==> src/rtl/operand_loader_if.sv <==
// rtl/operand_loader_if.sv - switch/button inputs and operand outputs of the loader
// The slave side is the loader; the master side is the board or bench driving it.
interface operand_loader_if;
    logic [3:0] sw;
    logic       btn_load;
    logic       btn_clr;
    logic [3:0] a;
    logic [3:0] b;
    logic       valid;
    logic       new_pair;
    logic [1:0] state;

    modport slave (
        input  sw, btn_load, btn_clr,
        output a, b, valid, new_pair, state
    );

    modport master (
        output sw, btn_load, btn_clr,
        input  a, b, valid, new_pair, state
    );
endinterface

==> src/rtl/operand_loader.sv <==
// rtl/operand_loader.sv - synchronised, debounced operand A/B capture for the comparator
// Buttons are indexed 0 = load, 1 = clear throughout.
module operand_loader #(
    parameter int DEBOUNCE_CYCLES = 1000000
) (
    input  logic              clk,
    input  logic              rst_n,
    operand_loader_if.slave   bus
);
    localparam int CW = $clog2(DEBOUNCE_CYCLES + 1);
    localparam logic [CW-1:0] CNT_LAST = CW'(DEBOUNCE_CYCLES - 1);
    localparam logic [CW-1:0] CNT_MAX  = {CW{1'b1}};

    typedef enum logic [1:0] {
        WAIT_A = 2'b00,
        WAIT_B = 2'b01,
        READY  = 2'b10,
        UNUSED = 2'b11
    } state_t;

    logic [3:0]    sw_m, sw_s;
    logic [1:0]    btn_m, btn_s;
    logic [1:0]    db, db_d;
    logic [CW-1:0] cnt [2];

    state_t        state_q;
    logic [3:0]    a_q, b_q;
    logic          valid_q, new_pair_q;
    logic          load_evt, clr_evt;

    always_ff @(posedge clk or negedge rst_n) begin
        if (!rst_n) begin
            sw_m  <= '0;
            sw_s  <= '0;
            btn_m <= '0;
            btn_s <= '0;
        end else begin
            sw_m  <= bus.sw;
            sw_s  <= sw_m;
            btn_m <= {bus.btn_clr, bus.btn_load};
            btn_s <= btn_m;
        end
    end

    // db flips on the cycle the counter would reach DEBOUNCE_CYCLES, so a
    // synchronised pulse of exactly DEBOUNCE_CYCLES cycles is accepted.
    always_ff @(posedge clk or negedge rst_n) begin
        if (!rst_n) begin
            db   <= '0;
            db_d <= '0;
            for (int i = 0; i < 2; i++) cnt[i] <= '0;
        end else begin
            db_d <= db;
            for (int i = 0; i < 2; i++) begin
                if (btn_s[i] == db[i]) begin
                    cnt[i] <= '0;
                end else if (cnt[i] == CNT_LAST) begin
                    db[i]  <= btn_s[i];
                    cnt[i] <= '0;
                end else if (cnt[i] != CNT_MAX) begin
                    cnt[i] <= cnt[i] + 1'b1;
                end
            end
        end
    end

    assign load_evt = db[0] & ~db_d[0];
    assign clr_evt  = db[1] & ~db_d[1];

    always_ff @(posedge clk or negedge rst_n) begin
        if (!rst_n) begin
            state_q    <= WAIT_A;
            a_q        <= '0;
            b_q        <= '0;
            valid_q    <= 1'b0;
            new_pair_q <= 1'b0;
        end else begin
            new_pair_q <= 1'b0;
            if (clr_evt || state_q == UNUSED) begin
                state_q <= WAIT_A;
                a_q     <= '0;
                b_q     <= '0;
                valid_q <= 1'b0;
            end else if (load_evt) begin
                case (state_q)
                    WAIT_A: begin
                        a_q     <= sw_s;
                        state_q <= WAIT_B;
                    end
                    WAIT_B: begin
                        b_q        <= sw_s;
                        valid_q    <= 1'b1;
                        new_pair_q <= 1'b1;
                        state_q    <= READY;
                    end
                    READY: begin
                        a_q     <= sw_s;
                        valid_q <= 1'b0;
                        state_q <= WAIT_B;
                    end
                    default: state_q <= WAIT_A;
                endcase
            end
        end
    end

    assign bus.a        = a_q;
    assign bus.b        = b_q;
    assign bus.valid    = valid_q;
    assign bus.new_pair = new_pair_q;
    assign bus.state    = state_q;
endmodule
==> src/flat_wrapper.sv <==
// flat-port wrapper written by rule: the top's interface ports become plain ports
module operand_loader_flat 
#(
    parameter int DEBOUNCE_CYCLES = 1000000
)
  (clk, rst_n, bus_sw, bus_btn_load, bus_btn_clr, bus_a, bus_b, bus_valid, bus_new_pair, bus_state);
  operand_loader_if bus_i ();
  input  logic clk;
  input  logic rst_n;
  input wire logic [$bits(bus_i.sw)-1:0] bus_sw;
  input wire logic [$bits(bus_i.btn_load)-1:0] bus_btn_load;
  input wire logic [$bits(bus_i.btn_clr)-1:0] bus_btn_clr;
  output wire logic [$bits(bus_i.a)-1:0] bus_a;
  output wire logic [$bits(bus_i.b)-1:0] bus_b;
  output wire logic [$bits(bus_i.valid)-1:0] bus_valid;
  output wire logic [$bits(bus_i.new_pair)-1:0] bus_new_pair;
  output wire logic [$bits(bus_i.state)-1:0] bus_state;
  assign bus_i.sw = bus_sw;
  assign bus_i.btn_load = bus_btn_load;
  assign bus_i.btn_clr = bus_btn_clr;
  assign bus_a = bus_i.a;
  assign bus_b = bus_i.b;
  assign bus_valid = bus_i.valid;
  assign bus_new_pair = bus_i.new_pair;
  assign bus_state = bus_i.state;
  operand_loader #(.DEBOUNCE_CYCLES(DEBOUNCE_CYCLES)) u_core (.clk(clk), .rst_n(rst_n), .bus(bus_i));
endmodule
==> config.mk <==
export PLATFORM = sky130hd
export DESIGN_NAME = operand_loader_flat
export DESIGN_NICKNAME = d
export VERILOG_FILES = /design/src/rtl/operand_loader_if.sv /design/src/rtl/operand_loader.sv /design/src/flat_wrapper.sv
export SDC_FILE = /design/constraint.sdc
export NUM_CORES = 1
export LEC_CHECK = 0
export CAP_MARGIN = 15
export CELL_PAD_IN_SITES_DETAIL_PLACEMENT = 1
export CELL_PAD_IN_SITES_GLOBAL_PLACEMENT = 1
export CORE_MARGIN = 4
export CORE_UTILIZATION = 50
export DETAILED_ROUTE_END_ITERATION = 6
export GPL_TIMING_DRIVEN = 0
export PLACE_DENSITY_LB_ADDON = 0.05
export SYNTH_ARGS = -nofsm -noshare
export SYNTH_HDL_FRONTEND = slang
export SYNTH_SLANG_ARGS = --single-unit
==> constraint.sdc <==
create_clock -name clk -period 6.9 [get_ports clk]
set_clock_uncertainty 0.15 [all_clocks]
set_input_delay 0.69 -clock clk [delete_from_list [all_inputs] [get_ports clk]]
set_output_delay 0.69 -clock clk [all_outputs]
set_load 0.05 [all_outputs]
# --- Yosys cells after proc, flatten, opt, wreduce, memory -nomap -nowiden ---
# Index checks and enable logic that the tools add are counted.
# Widths: inputs -> output; s select.
op_classes:
  n_eq_ne: 9
  bitwise_logic: 6
  n_reduce_logical: 14
  muxes: 21
  n_addsub: 2
op_table:
  columns: ["operator", "count"]
  rows:
  - ["$mux 20", 6]
  - ["$add 20x1->20 const B", 2]
  - ["$eq 20x20->1 const B", 2]
  - ["$ne 20x20->1 const B", 2]
  - ["$mux 4", 6]
  - ["$reduce_and 2->1", 5]
  - ["$reduce_bool 3->1", 3]
  - ["$reduce_bool 2->1", 3]
  - ["$mux 1", 5]
  - ["$eq 2x2->1 const B", 2]
  - ["$mux 2", 2]
  - ["$not 1->1", 4]
  - ["$pmux 2 s2", 1]
  - ["$and 1x1->1", 2]
  - ["$eq 1x1->1", 2]
  - ["$eq 2x1->1 const B", 1]
  - ["$logic_not 2->1", 1]
  - ["$pmux 1 s2", 1]
  - ["$reduce_or 2->1", 1]
  - ["$logic_or 1x1->1", 1]
totals:
  register_bits: 68
  in_bits: 8
  elab_cells: 66

# --- Longest topological paths before layout ---
depth:
  word_depth: 5
  mapped_depth: 7

# --- Worst setup path after synthesis ---
# OpenSTA, ideal clock, no wires.
synth_path:
  path_type: "flip-flop to flip-flop"
  from: "reg u_core.cnt[7] (netlist name)"
  to: "reg u_core.db[1]"
  setup_time_ns: 0.125
  path_stages_with_launch: 7
  synth_period_minus_slack_ns: 2.256
  path_buffers: 2
  arrival_ns: 1.981
  path_slack_ns: 4.644
  cell_sequence: "dfrtp_1 -> buf_6 -> or4b_1 -> or4_1 -> buf_2 -> nor2_1 -> mux2_2"
synth_between:
  elab_chain_len: 2
synth_rtl:
  columns: ["element", "line_no", "text"]
  rows:
  - ["start: declaration", "operand_loader.sv:24", "logic [CW-1:0] cnt [2];"]
  - ["start signal: indexed assignment", "operand_loader.sv:61", "cnt[i] <= cnt[i] + 1'b1;"]
  - ["$eq 20x20->1", "operand_loader.sv:57", "end else if (cnt[i] == CNT_LAST) begin"]
  - ["$reduce_and 2->1 (no line)", null, null]
  - ["end signal: indexed assignment", "operand_loader.sv:58", "db[i] <= btn_s[i];"]
  - ["end: declaration", "operand_loader.sv:23", "logic [1:0] db, db_d;"]
# Every way passes these cells.
# A chain may end at the register's enable or synchronous reset.

# --- Worst setup path after layout ---
layout_path:
  from: "reg u_core.cnt[0] (netlist name)"
  to: "reg u_core.cnt[19] (netlist name)"
layout_between:
  elab_chain_len: 4
  word_cells_on_any_way: 7
  classes_between: "add/sub (1); eq/ne (2); mux (3); reduce/logical (1)"
layout_rtl:
  columns: ["element", "line_no", "text"]
  rows:
  - ["$add 20x1->20", "operand_loader.sv:61", null]
  - ["$mux 20", "operand_loader.sv:60", "end else if (cnt[i] != CNT_MAX) begin"]
  - ["$mux 20", "operand_loader.sv:57", null]
  - ["$mux 20", "operand_loader.sv:55", "if (btn_s[i] == db[i]) begin"]
# Parallel ways exist; a longest one is shown, timed or not. The select of a mux whose other input is x is not followed.

==> results.yml <==
cells_and_area:
  final_cell_mix: "dfrtp_1 (68), a21oi_1 (27), nand2_1 (23)"
  drive_above_1_share_pct: 8.45
  final_common_cell: "dfrtp_1"
  ff_latch_area_um2: 1700
  n_fill_cell: 713
  finalNetCount: 365
  antenna_cells: 0
  multi_input_area_um2: 1510
  area_growth_syn_to_layout_pct: 14.0
synthesis:
  yosysSeqAreaShare_pct: 51.7
  synth_edf_count: 0
  syn_inst: 320
  synth.distinct_cells: 47
  netlist_area_um2: 3290
  yosys_warnings: 0
  ys_async_sr_fraction_pct: 100
  yosys_register_bits: 68
  synth_flop_cell: "dfrtp_1"
  synth_area_per_cell_um2: 10.3
  syn-num-nets: 335
clocking:
  htreeDepth: 3
  cts_tree: "built"
  path_clk_slew_ns: 0.08
  root_buffer: "clkbuf_8"
  cts.path.max_buffers: 2
  cts-resized-gates: 0
  clk_latency_ns: 0.34
  cts_setup_buffers: 0
  ctsHoldBuffers: 0
  cts-buffers-inserted: 9
  cts.sinks: 68
timing:
  slew_violations: 0
  setup_ws_ns: 4.13
  rsz0062_at_grt: "false"
  finalCritPeriodShare_pct: 40.2
  fmax_mhz: 361
  tightest_slew_ns: 1.09
  slew_headroom_pct: 26.7
  hold_viol: 0
  fin_crit_ns: 2.77
  tns_ns: 0
  final-setup-viol-count: 0
grt:
  grt_pass1_wl_um: 13500
  grt_start_max_net_pins: 69
  antenna_found_initial: 0
  grt_pass1_vias: 2765
  track_usage_pct: 22.0
  overflow: 0
floorplan:
  die_h_um: 89.2
  ios: 20
  rows: 29
  dieArea_um2: 7950
  start_util_pct: 51.6
  core_region_area_um2: 6390
  fp.dieW_um: 89.2
routing:
  antenna_left: 0
  wirelength_met1_um: 3450
  vias: 2626
  vias_per_cell: 6.08
  drt_iter0_markers: 94
  wl_met2_um: 4020
  wl_per_cell_um: 18.1
  wl_met3_um: 257
  routed_wl_um: 7810
  highest_layer: "met4"
  first_pass_iters: 4
  drc: 0
setup_path:
  cp.arrival_ns: 2.88
  start_kind: "flop"
  cp_max_fo: 7
  required_ns: 7.00
  setup.worst_path.class: "reg -> reg"
  end_kind: "flop"
flow_run:
  cap_violations: 0
power:
  power-per-cell-area_nw_per_um2: 194
  power.total_uw: 730
  peakVddDrop_mv: 0.181
  leakage_uw: 0.00147
min_path:
  min_path_type: "reg -> reg"
placement:
  port_buffers: 19
  gp_congestion: 0.793
  dpl.hpwl_um: 5440
  placement.setup.worst_slack_ns: 4.21
status:
  outcome: "finished clean"
cells by family (layout without fill, tap and decap cells):
kind of cell | Yosys count | count (layout) | synth area share, %
xor+xnor | 14 | 14 | 3.72
compound gates | 69 | 69 | 13.3
fa+ha+maj | 7 | 7 | 2.66
flops | 68 | 68 | 51.7
simple gates | 134 | 134 | 22.5
mux | 12 | 12 | 3.72
buf+inv | 16 | 51 | 2.47
worst max-delay path: stages (launching register included):
cell and delay (ns):
dfrtp_1 0.42, ha_1 0.21, nand3_1 0.20, nor4_1 0.98
nand2_1 0.43, a31oi_1 0.29
cell type report:
cell class,count,area share [%]
flip-flops and latches,68,45.3
clock inverters,6,1.03
clock buffers,10,3.67
repair buffers,19,5.00
plain buffers,11,1.67
multi-input cells,236,40.2
inverters,5,0.500
well taps,77,2.57
sequential cells by signal (all words and copies together), names as in the netlist:
register and cells:
u_core.db 2, u_core.db_d 2, u_core.bus.new_pair 1, u_core.sw_m 4
u_core.btn_s 2, u_core.bus.a 4, u_core.cnt 40, u_core.bus.valid 1
u_core.bus.b 4, u_core.bus.state 2, u_core.btn_m 2, u_core.sw_s 4
power by group:
part	internal, uW	switching (uW)	total [uW]	leakage (uW)
clock	139	154	293	0.0000885
combinational	8.75	17.2	25.9	0.000467
sequential	405	5.77	410	0.000917
total	553	177	730	0.00147
per-stage QoR:
stage	cell area (um^2)	instances	hold slack (ns)	utilization [%]
after floorplan	3290	320	0.181	-
after global placement	3580	416	0.182	56.1
after detailed placement	3580	416	0.186	56.0
after CTS	3750	432	0.205	58.8
after global routing	3750	432	0.215	58.8
final	3750	432	0.202	58.8
worst paths after layout:
| check | from | endpoint | slack (ns) | cells past startpoint |
|---|---|---|---|---|
| max | u_core.cnt[0] | u_core.cnt[19] | 4.13 | 5 |
| min | u_core.btn_m[0] | u_core.btn_s[0] | 0.20 | 0 |
| max reg2reg | u_core.cnt[0] | u_core.cnt[19] | 4.13 | 5 |
| min reg2reg | u_core.btn_m[0] | u_core.btn_s[0] | 0.20 | 0 |
| max in group asynchronous | rst_n | u_core.db_d[0] | 5.74 | 1 |
| min in group asynchronous | rst_n | u_core.cnt[11] | 0.29 | 1 |
Yosys cell counts (3+ instances only):
cell | count | share of area [%]
a211oi_1 | 5 | 1.1
a21oi_1 | 27 | 4.1
a31oi_1 | 9 | 1.7
and4_1 | 4 | 1.1
clkbuf_1 | 6 | 0.68
dfrtp_1 | 68 | 52
ha_1 | 7 | 2.7
inv_1 | 5 | 0.57
mux2i_1 | 10 | 3.0
nand2_1 | 23 | 2.6
nand2b_1 | 8 | 1.5
nand3_1 | 19 | 2.9
nand4_1 | 9 | 1.7
nor2_1 | 19 | 2.2
nor3_1 | 16 | 2.4
nor4_1 | 8 | 1.5
o211ai_1 | 6 | 1.4
o21ai_0 | 6 | 0.91
o31ai_1 | 6 | 1.4
or3_1 | 4 | 0.76
or4_1 | 9 | 2.1
xnor2_1 | 11 | 2.9
xor2_1 | 3 | 0.80
routing by layer:
layer	up-vias	track usage (%)
met2	45	37.5
met1	1309	27.1
met3	11	6.08
met4	0	6.63
met5	-	0
li1	1261	-
Power figures use the tool's default switching activity.
